$ cat src/rtl/lemon_fetch_pc.sv
// lemon_fetch_pc: program counter and one-outstanding-request fetch sequencer for LemonPC.
// Define LEMON_FETCH_RVC_EN for compressed-instruction (+2) sequencing and 2-byte alignment.
module lemon_fetch_pc #(
    parameter int          XLEN         = 64,
    parameter logic [63:0] RESET_VECTOR = 64'h8000_0000,
    parameter int          ILEN         = 32
) (
    input  logic            clk,
    input  logic            rst,
    input  logic            stall,
    input  logic            halt,
    input  logic            redirect_valid,
    input  logic [XLEN-1:0] redirect_target,
    input  logic            trap_valid,
    input  logic [XLEN-1:0] trap_vector,
    output logic            fetch_valid,
    output logic [XLEN-1:0] fetch_addr,
    input  logic            fetch_ready,
    input  logic            resp_valid,
    input  logic [ILEN-1:0] resp_inst,
    output logic            inst_valid,
    output logic [ILEN-1:0] inst,
    output logic [XLEN-1:0] pc,
    output logic            misalign,
    output logic            halted
);

    localparam logic [1:0] StBoot = 2'd0;
    localparam logic [1:0] StReq  = 2'd1;
    localparam logic [1:0] StResp = 2'd2;
    localparam logic [1:0] StHalt = 2'd3;

    localparam logic [XLEN-1:0] ResetPc = RESET_VECTOR[XLEN-1:0];

    logic [1:0]      state_q;
    logic [XLEN-1:0] pc_q;
    logic [XLEN-1:0] dpc_q;
    logic [ILEN-1:0] inst_q;
    logic            inst_valid_q;
    logic            misalign_q;
    logic            kill_q;
    logic            halt_q;

    logic            halt_eff;
    logic            handshake;
    logic            target_ok;
    logic            redir_take;
    logic            misalign_d;
    logic [XLEN-1:0] trap_pc;
    logic [XLEN-1:0] redir_pc;
    logic [XLEN-1:0] seq_inc;

`ifdef LEMON_FETCH_RVC_EN
    assign target_ok = ~redirect_target[0];
    assign trap_pc   = trap_vector & ~XLEN'(1);
    assign seq_inc   = (resp_inst[1:0] != 2'b11) ? XLEN'(2) : XLEN'(4);
`else
    assign target_ok = (redirect_target[1:0] == 2'b00);
    assign trap_pc   = trap_vector & ~XLEN'(3);
    assign seq_inc   = XLEN'(4);
`endif

    // Halt is sticky: once seen it is honoured at the next safe point.
    assign halt_eff    = halt | halt_q;
    assign fetch_valid = (state_q == StReq) && !stall && !halt_eff;
    assign handshake   = fetch_valid && fetch_ready;

    // Trap beats redirect; a misaligned redirect is dropped and flagged.
    assign redir_take = trap_valid | (redirect_valid & target_ok);
    assign redir_pc   = trap_valid ? trap_pc : redirect_target;
    assign misalign_d = ~trap_valid & redirect_valid & ~target_ok;

    always_ff @(posedge clk) begin
        if (rst) begin
            state_q      <= StBoot;
            pc_q         <= ResetPc;
            dpc_q        <= ResetPc;
            inst_q       <= '0;
            inst_valid_q <= 1'b0;
            misalign_q   <= 1'b0;
            kill_q       <= 1'b0;
            halt_q       <= 1'b0;
        end else begin
            inst_valid_q <= 1'b0;
            misalign_q   <= misalign_d && (state_q != StHalt);
            if (halt) begin
                halt_q <= 1'b1;
            end
            case (state_q)
                StBoot: begin
                    if (redir_take) begin
                        pc_q <= redir_pc;
                    end
                    state_q <= StReq;
                end
                StReq: begin
                    if (redir_take) begin
                        pc_q <= redir_pc;
                    end
                    if (handshake) begin
                        state_q <= StResp;
                        // Redirect racing the accept: the response in flight is stale.
                        kill_q  <= redir_take;
                    end else if (halt_eff) begin
                        state_q <= StHalt;
                    end
                end
                StResp: begin
                    if (resp_valid) begin
                        if (!kill_q) begin
                            inst_valid_q <= 1'b1;
                            inst_q       <= resp_inst;
                            dpc_q        <= pc_q;
                            pc_q         <= redir_take ? redir_pc : pc_q + seq_inc;
                        end else if (redir_take) begin
                            pc_q <= redir_pc;
                        end
                        kill_q  <= 1'b0;
                        state_q <= halt_eff ? StHalt : StReq;
                    end else if (redir_take) begin
                        pc_q   <= redir_pc;
                        kill_q <= 1'b1;
                    end
                end
                default: begin
                end
            endcase
        end
    end

    assign fetch_addr = pc_q;
    assign inst_valid = inst_valid_q;
    assign inst       = inst_q;
    assign pc         = inst_valid_q ? dpc_q : pc_q;
    assign misalign   = misalign_q;
    assign halted     = (state_q == StHalt);

endmodule
$ cat config.mk
export PLATFORM = sky130hd
export DESIGN_NAME = lemon_fetch_pc
export DESIGN_NICKNAME = d
export VERILOG_FILES = /design/src/rtl/lemon_fetch_pc.sv
export SDC_FILE = /design/constraint.sdc
export NUM_CORES = 1
export LEC_CHECK = 0
export BUFFER_PORTS_ARGS = -buffer_cell sky130_fd_sc_hd__clkbuf_2
export CAP_MARGIN = 40
export CORE_MARGIN = 3
export CORE_UTILIZATION = 50
export DETAILED_ROUTE_END_ITERATION = 8
export PLACE_DENSITY = 0.81
export SLEW_MARGIN = 20
export SYNTH_ARGS = -nofsm -noshare
export SYNTH_HDL_FRONTEND = slang
export SYNTH_SLANG_ARGS = --single-unit
$ cat constraint.sdc
create_clock -name clk -period 3.16 [get_ports clk]
set_input_delay 0.316 -clock clk [delete_from_list [all_inputs] [get_ports clk]]
set_output_delay 0.316 -clock clk [all_outputs]
set_load 0.005 [all_outputs]
; ---- Word-level counts from Yosys, hierarchy flattened
; Cells that the tools add are included.
[classes]
add_sub_neg = 1
n_eq_ne = 8
mux = 17
bitwise = 10
n_reduce_logical = 16
[ops]
columns = cell, n
row1 = $mux 64, 6
row2 = $pmux 64 s2, 1
row3 = $add 64x3->64 const B, 1
row4 = $reduce_and 3->1, 3
row5 = $mux 2, 4
row6 = $ne 2x2->1 const B, 3
row7 = $ne 3x3->1 const B, 2
row8 = $pmux 2 s3, 1
row9 = $not 1->1, 5
row10 = $eq 2x2->1 const B, 2
row11 = $logic_and 1x1->1, 4
row12 = $logic_not 2->1, 2
row13 = $mux 1, 4
row14 = $reduce_bool 2->1, 2
row15 = $and 1x1->1, 3
row16 = $reduce_bool 3->1, 1
row17 = $reduce_or 3->1, 1
row18 = $eq 2x1->1 const B, 1
row19 = $logic_not 1->1, 2
row20 = $or 1x1->1, 2
row21 = $pmux 1 s2, 1
row22 = $reduce_or 2->1, 1
[word_totals]
reg_bits = 166
inputBits = 168
output_inout_bits = 164
elab_cells = 60

; ---- Depth between registers and ports, before layout
[logic_depth]
depth_word = 7
ltp_mapped = 10
mapped_depth_nobuf = 8

; ---- Least setup slack after synthesis
; OpenSTA, ideal clock, no wires.
[synth_timing]
path_kind = register -> register
from = reg state_q[0]
to = reg pc_q[51], in the netlist fetch_addr[51]
setup_ns = 0.075
t_arrival_ns = 2.179
required_ns = 3.085
setup_slack_ns = 0.906
stages_incl_launch_ff = 10
n_path_buf = 1
period_less_slack_ns = 2.254
path_cell_list = dfxtp_1 > inv_1 > ha_1 > buf_4 > nand3b_1 > nor4_4 > nand4_4 > or3_1 > o32a_1 > o22ai_1
[synth_via]
elab_chain_cells = 3
elab_cells_between_ends = 6
classes_between = eq/ne: 2 / mux: 1 / reduce/logical: 3
[synth_rtl]
columns = element, line_no
row1 = "start, declared", 35  ; logic [1:0] state_q;
row2 = "start signal, assigned", 75  ; state_q <= StBoot;
row3 = "start signal, assigned", 94  ; state_q <= StReq;
row4 = "start signal, assigned", 101  ; state_q <= StResp;
row5 = $eq 2x1->1 or $logic_not 2->1 (tied branches), 89  ; case (state_q)
row6 = $reduce_or 2->1 (no source line), -
row7 = $pmux 64 s2 or $reduce_bool 2->1 (tied branches), -
row8 = "end signal, assigned", 92  ; pc_q <= redir_pc;
row9 = "end signal, assigned", 98  ; pc_q <= redir_pc;
row10 = "end signal, assigned", 114  ; pc_q <= redir_take ? redir_pc : pc_q + seq_inc;
row11 = "end, declared", 36  ; logic [XLEN-1:0] pc_q;
; Several ways; a longest one is shown, not always the timed one.
; A chain may end at the register's enable or synchronous reset.

; ---- Worst setup path after layout
[layout_timing]
from = reg state_q[0]
to = reg pc_q[45], in the netlist fetch_addr[45]
; The elaborated chain is that of the path after synthesis.

==> out/metrics.yaml <==
grt:
  grt_max_degree: 75
  antenna_found_initial: 5
  grt_pass1_wl_um: 51500
  grt_pass1_vias: 9933
  grt_overflow: 0
  grt_use_total_pct: 31.9
clock_tree:
  cts.path.max_buffers: 2
  cts.repair.resized: 0
  htree_num_levels: 4
  root_buffer: "clkbuf_16"
  cts_tree: "built"
  clkTransAtPathRegs_ns: 0.07
  cts-buffers-inserted: 17
  insertion_delay_ns: 0.43
  clkSinkCount: 166
  ctsHoldBuffers: 0
  postCtsSetupRepairBufs: 0
power:
  power_switching_mw: 1.82
  pwr-share-comb_pct: 20.5
  p_per_area_nw_per_um2: 494
  p_leak_nw: 4.76
  seqPwrFrac_pct: 43.4
  p_int_mw: 3.84
  ir_worst_vdd_mv: 0.374
  p_sw_share_pct: 32.1
  clkPwrFrac_pct: 36.1
worst_hold_path:
  hold_path_class: "in -> reg"
  holdPathStages: 3
synth:
  synth.ff_latch_count: 166
  synthTopCellsByArea: "dfxtp_1 37%, nand2_1 12%, a21oi_1 9.2%"
  ys.flop_type: "dfxtp_1"
  syn_area_um2: 9080
  synth_edf_count: 0
  avgSynthCellArea_um2: 7.40
  syn-num-nets: 1399
  ys_seq_area_share_pct: 36.6
  synth_cell_types: 66
  yosys_warnings: 0
  yosysTopAreaCellShare_pct: 36.6
  syn_inst: 1226
  ys_async_sr_fraction_pct: 0
  synth_top_area_cell: "dfxtp_1"
drt:
  wl_per_cell_um: 18.9
  wl_um: 32900
  vias: 10368
  ant_nets: 0
  drt_pass1_iterations: 6
  via_per_inst: 5.96
  drcViolationCount: 0
  drt_iter0_drc: 1077
timing:
  finalCritPeriodShare_pct: 87.5
  finalWorstSetupSlack_ns: 0.396
  rsz0062_at_grt: "false"
  setup_viol: 0
  finalHoldViolations: 0
  setup-tns-final_ns: 0
  clock_skew_ns: 0.00831
  drv_slew: 0
  holdWs_ns: 0.0957
  tightest_slew_ns: 0.804
  fin_crit_ns: 2.76
  fmax_ghz: 0.362
  max_slew_margin_pct: 46.4
placement:
  dpl_worst_slack_ns: 0.462
  portBuffers: 329
  placed_area_um2: 10900
  gp_congestion: 0.922
  hpwlAfterDp_um: 23100
floorplan:
  rows: 48
  die_height_um: 141
  io_pins: 332
  start_util_pct: 51.8
  die_w_um: 141
  fp.dieArea_um2: 19800
  core_area_um2: 17500
critical_path:
  critPathKind: "reg -> reg"
  r2r_cells: 8
  worst_ep_arrival_time_ns: 3.11
  start_kind: "register"
  end_kind: "register"
  reg2reg_slack_ns: 0.40
  cp.required_ns: 3.51
  critPathMaxFanout: 9
cells_and_area:
  fin_area_um2: 11400
  final_core_util_pct: 65.2
  drive_gt1_share_pct: 30.2
  final_nets: 1672
  areaGrowthSynthToFinish_pct: 26.1
status:
  status: "finished, final reports clean"
job:
  cap_violations: 0
state kept, by name, summed over array words and instances, names as in the netlist:
| register | flops |
|---|---|
| state_q | 2 |
| kill_q | 1 |
| halt_q | 1 |
| inst | 32 |
| fetch_addr | 64 |
| misalign | 1 |
| inst_valid | 1 |
| dpc_q | 64 |
kinds of logic (layout without fill, tap and decap cells):
family                   count (synthesis)  after routing  share of synthesized area, %
AND/OR/NAND/NOR                        511            511                          26.4
buffers and inverters                  120            406                          5.15
adder cells (fa/ha/maj)                  5              5                         0.689
multiplexers                            68             68                          8.21
other                                    0              4                             0
AO/OA/AOI/OAI                          353            353                          22.6
flip-flops                             166            166                          36.6
XOR/XNOR                                 3              3                         0.290
placed cells by master, fill, tap and decap left out, types with 17 or more instances in the layout:
master	instances
a21oi_1	167
and3_1	18
buf_4	25
clkbuf_16	17
clkbuf_2	327
dfxtp_1	165
inv_1	18
mux2_2	52
nand2_1	281
nand3_1	35
nand4_1	18
nor2_1	69
nor3_1	25
o21ai_0	85
o22ai_1	17
cells in the mapped netlist (18+ instances only):
cell type  number
nand3_1        35
dfxtp_1       166
inv_1          18
mux2_2         52
buf_1          20
nor3_1         25
o21ai_0        85
and3_1         18
nand4_1        18
a21oi_1       167
nand2_1       281
nor2_1         70
clkbuf_1       69
area by class of cell:
cell class | instances | area (µm²)
fill | 1560 | 6090
multi-input combinational | 940 | 5310
sequential | 166 | 3330
timing repair buffer | 355 | 1880
clock buffer | 18 | 429
tap | 225 | 282
clock inverter | 14 | 141
inverter | 19 | 71.3
antenna | 4 | 10.0
power groups by stage:
stage / Sequential (mW) / Clock (mW) / Combinational, mW
2_1_floorplan: 2.41 / 0 / 0.691
3_3_place_gp: 2.49 / 0 / 1.11
3_5_place_dp: 2.49 / 0 / 1.15
4_1_cts: 2.45 / 2.07 / 1.16
5_1_grt: 2.48 / 2.14 / 1.28
6_report: 2.45 / 2.04 / 1.16
critical path, cell delays in order, from the launching register on:
cell and delay [ns]:
dfxtp_1 0.35, inv_1 0.07, ha_1 0.31, nand3b_1 0.28, nor4_4 0.49, nand3_1 0.36
or2_1 0.35, o32a_1 0.30, o22ai_1 0.16
worst paths after layout:
| kind | startpoint | to |
|---|---|---|
| setup / recovery | state_q[0] | fetch_addr[45] |
| hold / removal | resp_inst[18] | inst[18] |
| hold reg to reg | dpc_q[0] | dpc_q[0] |
| setup reg to reg | state_q[0] | fetch_addr[45] |
routing by layer:
layer	vias to the layer above	part of all wire [%]	wire, µm	GRT usage (%)
met3	92	11	3550	7.94
met2	595	47	15400	51.1
li1	4913	-	-	-
met1	4766	39	12800	40.5
met4	2	3.7	1200	14.5
met5	-	0.046	15	0
through the flow:
step	instances	power [mW]
after global routing	1741	5.90
after floorplan	1226	3.11
after detailed placement	1705	3.64
final	1741	5.66
after CTS	1737	5.67
after global placement	1702	3.61
Power figures use the tool's default switching activity.
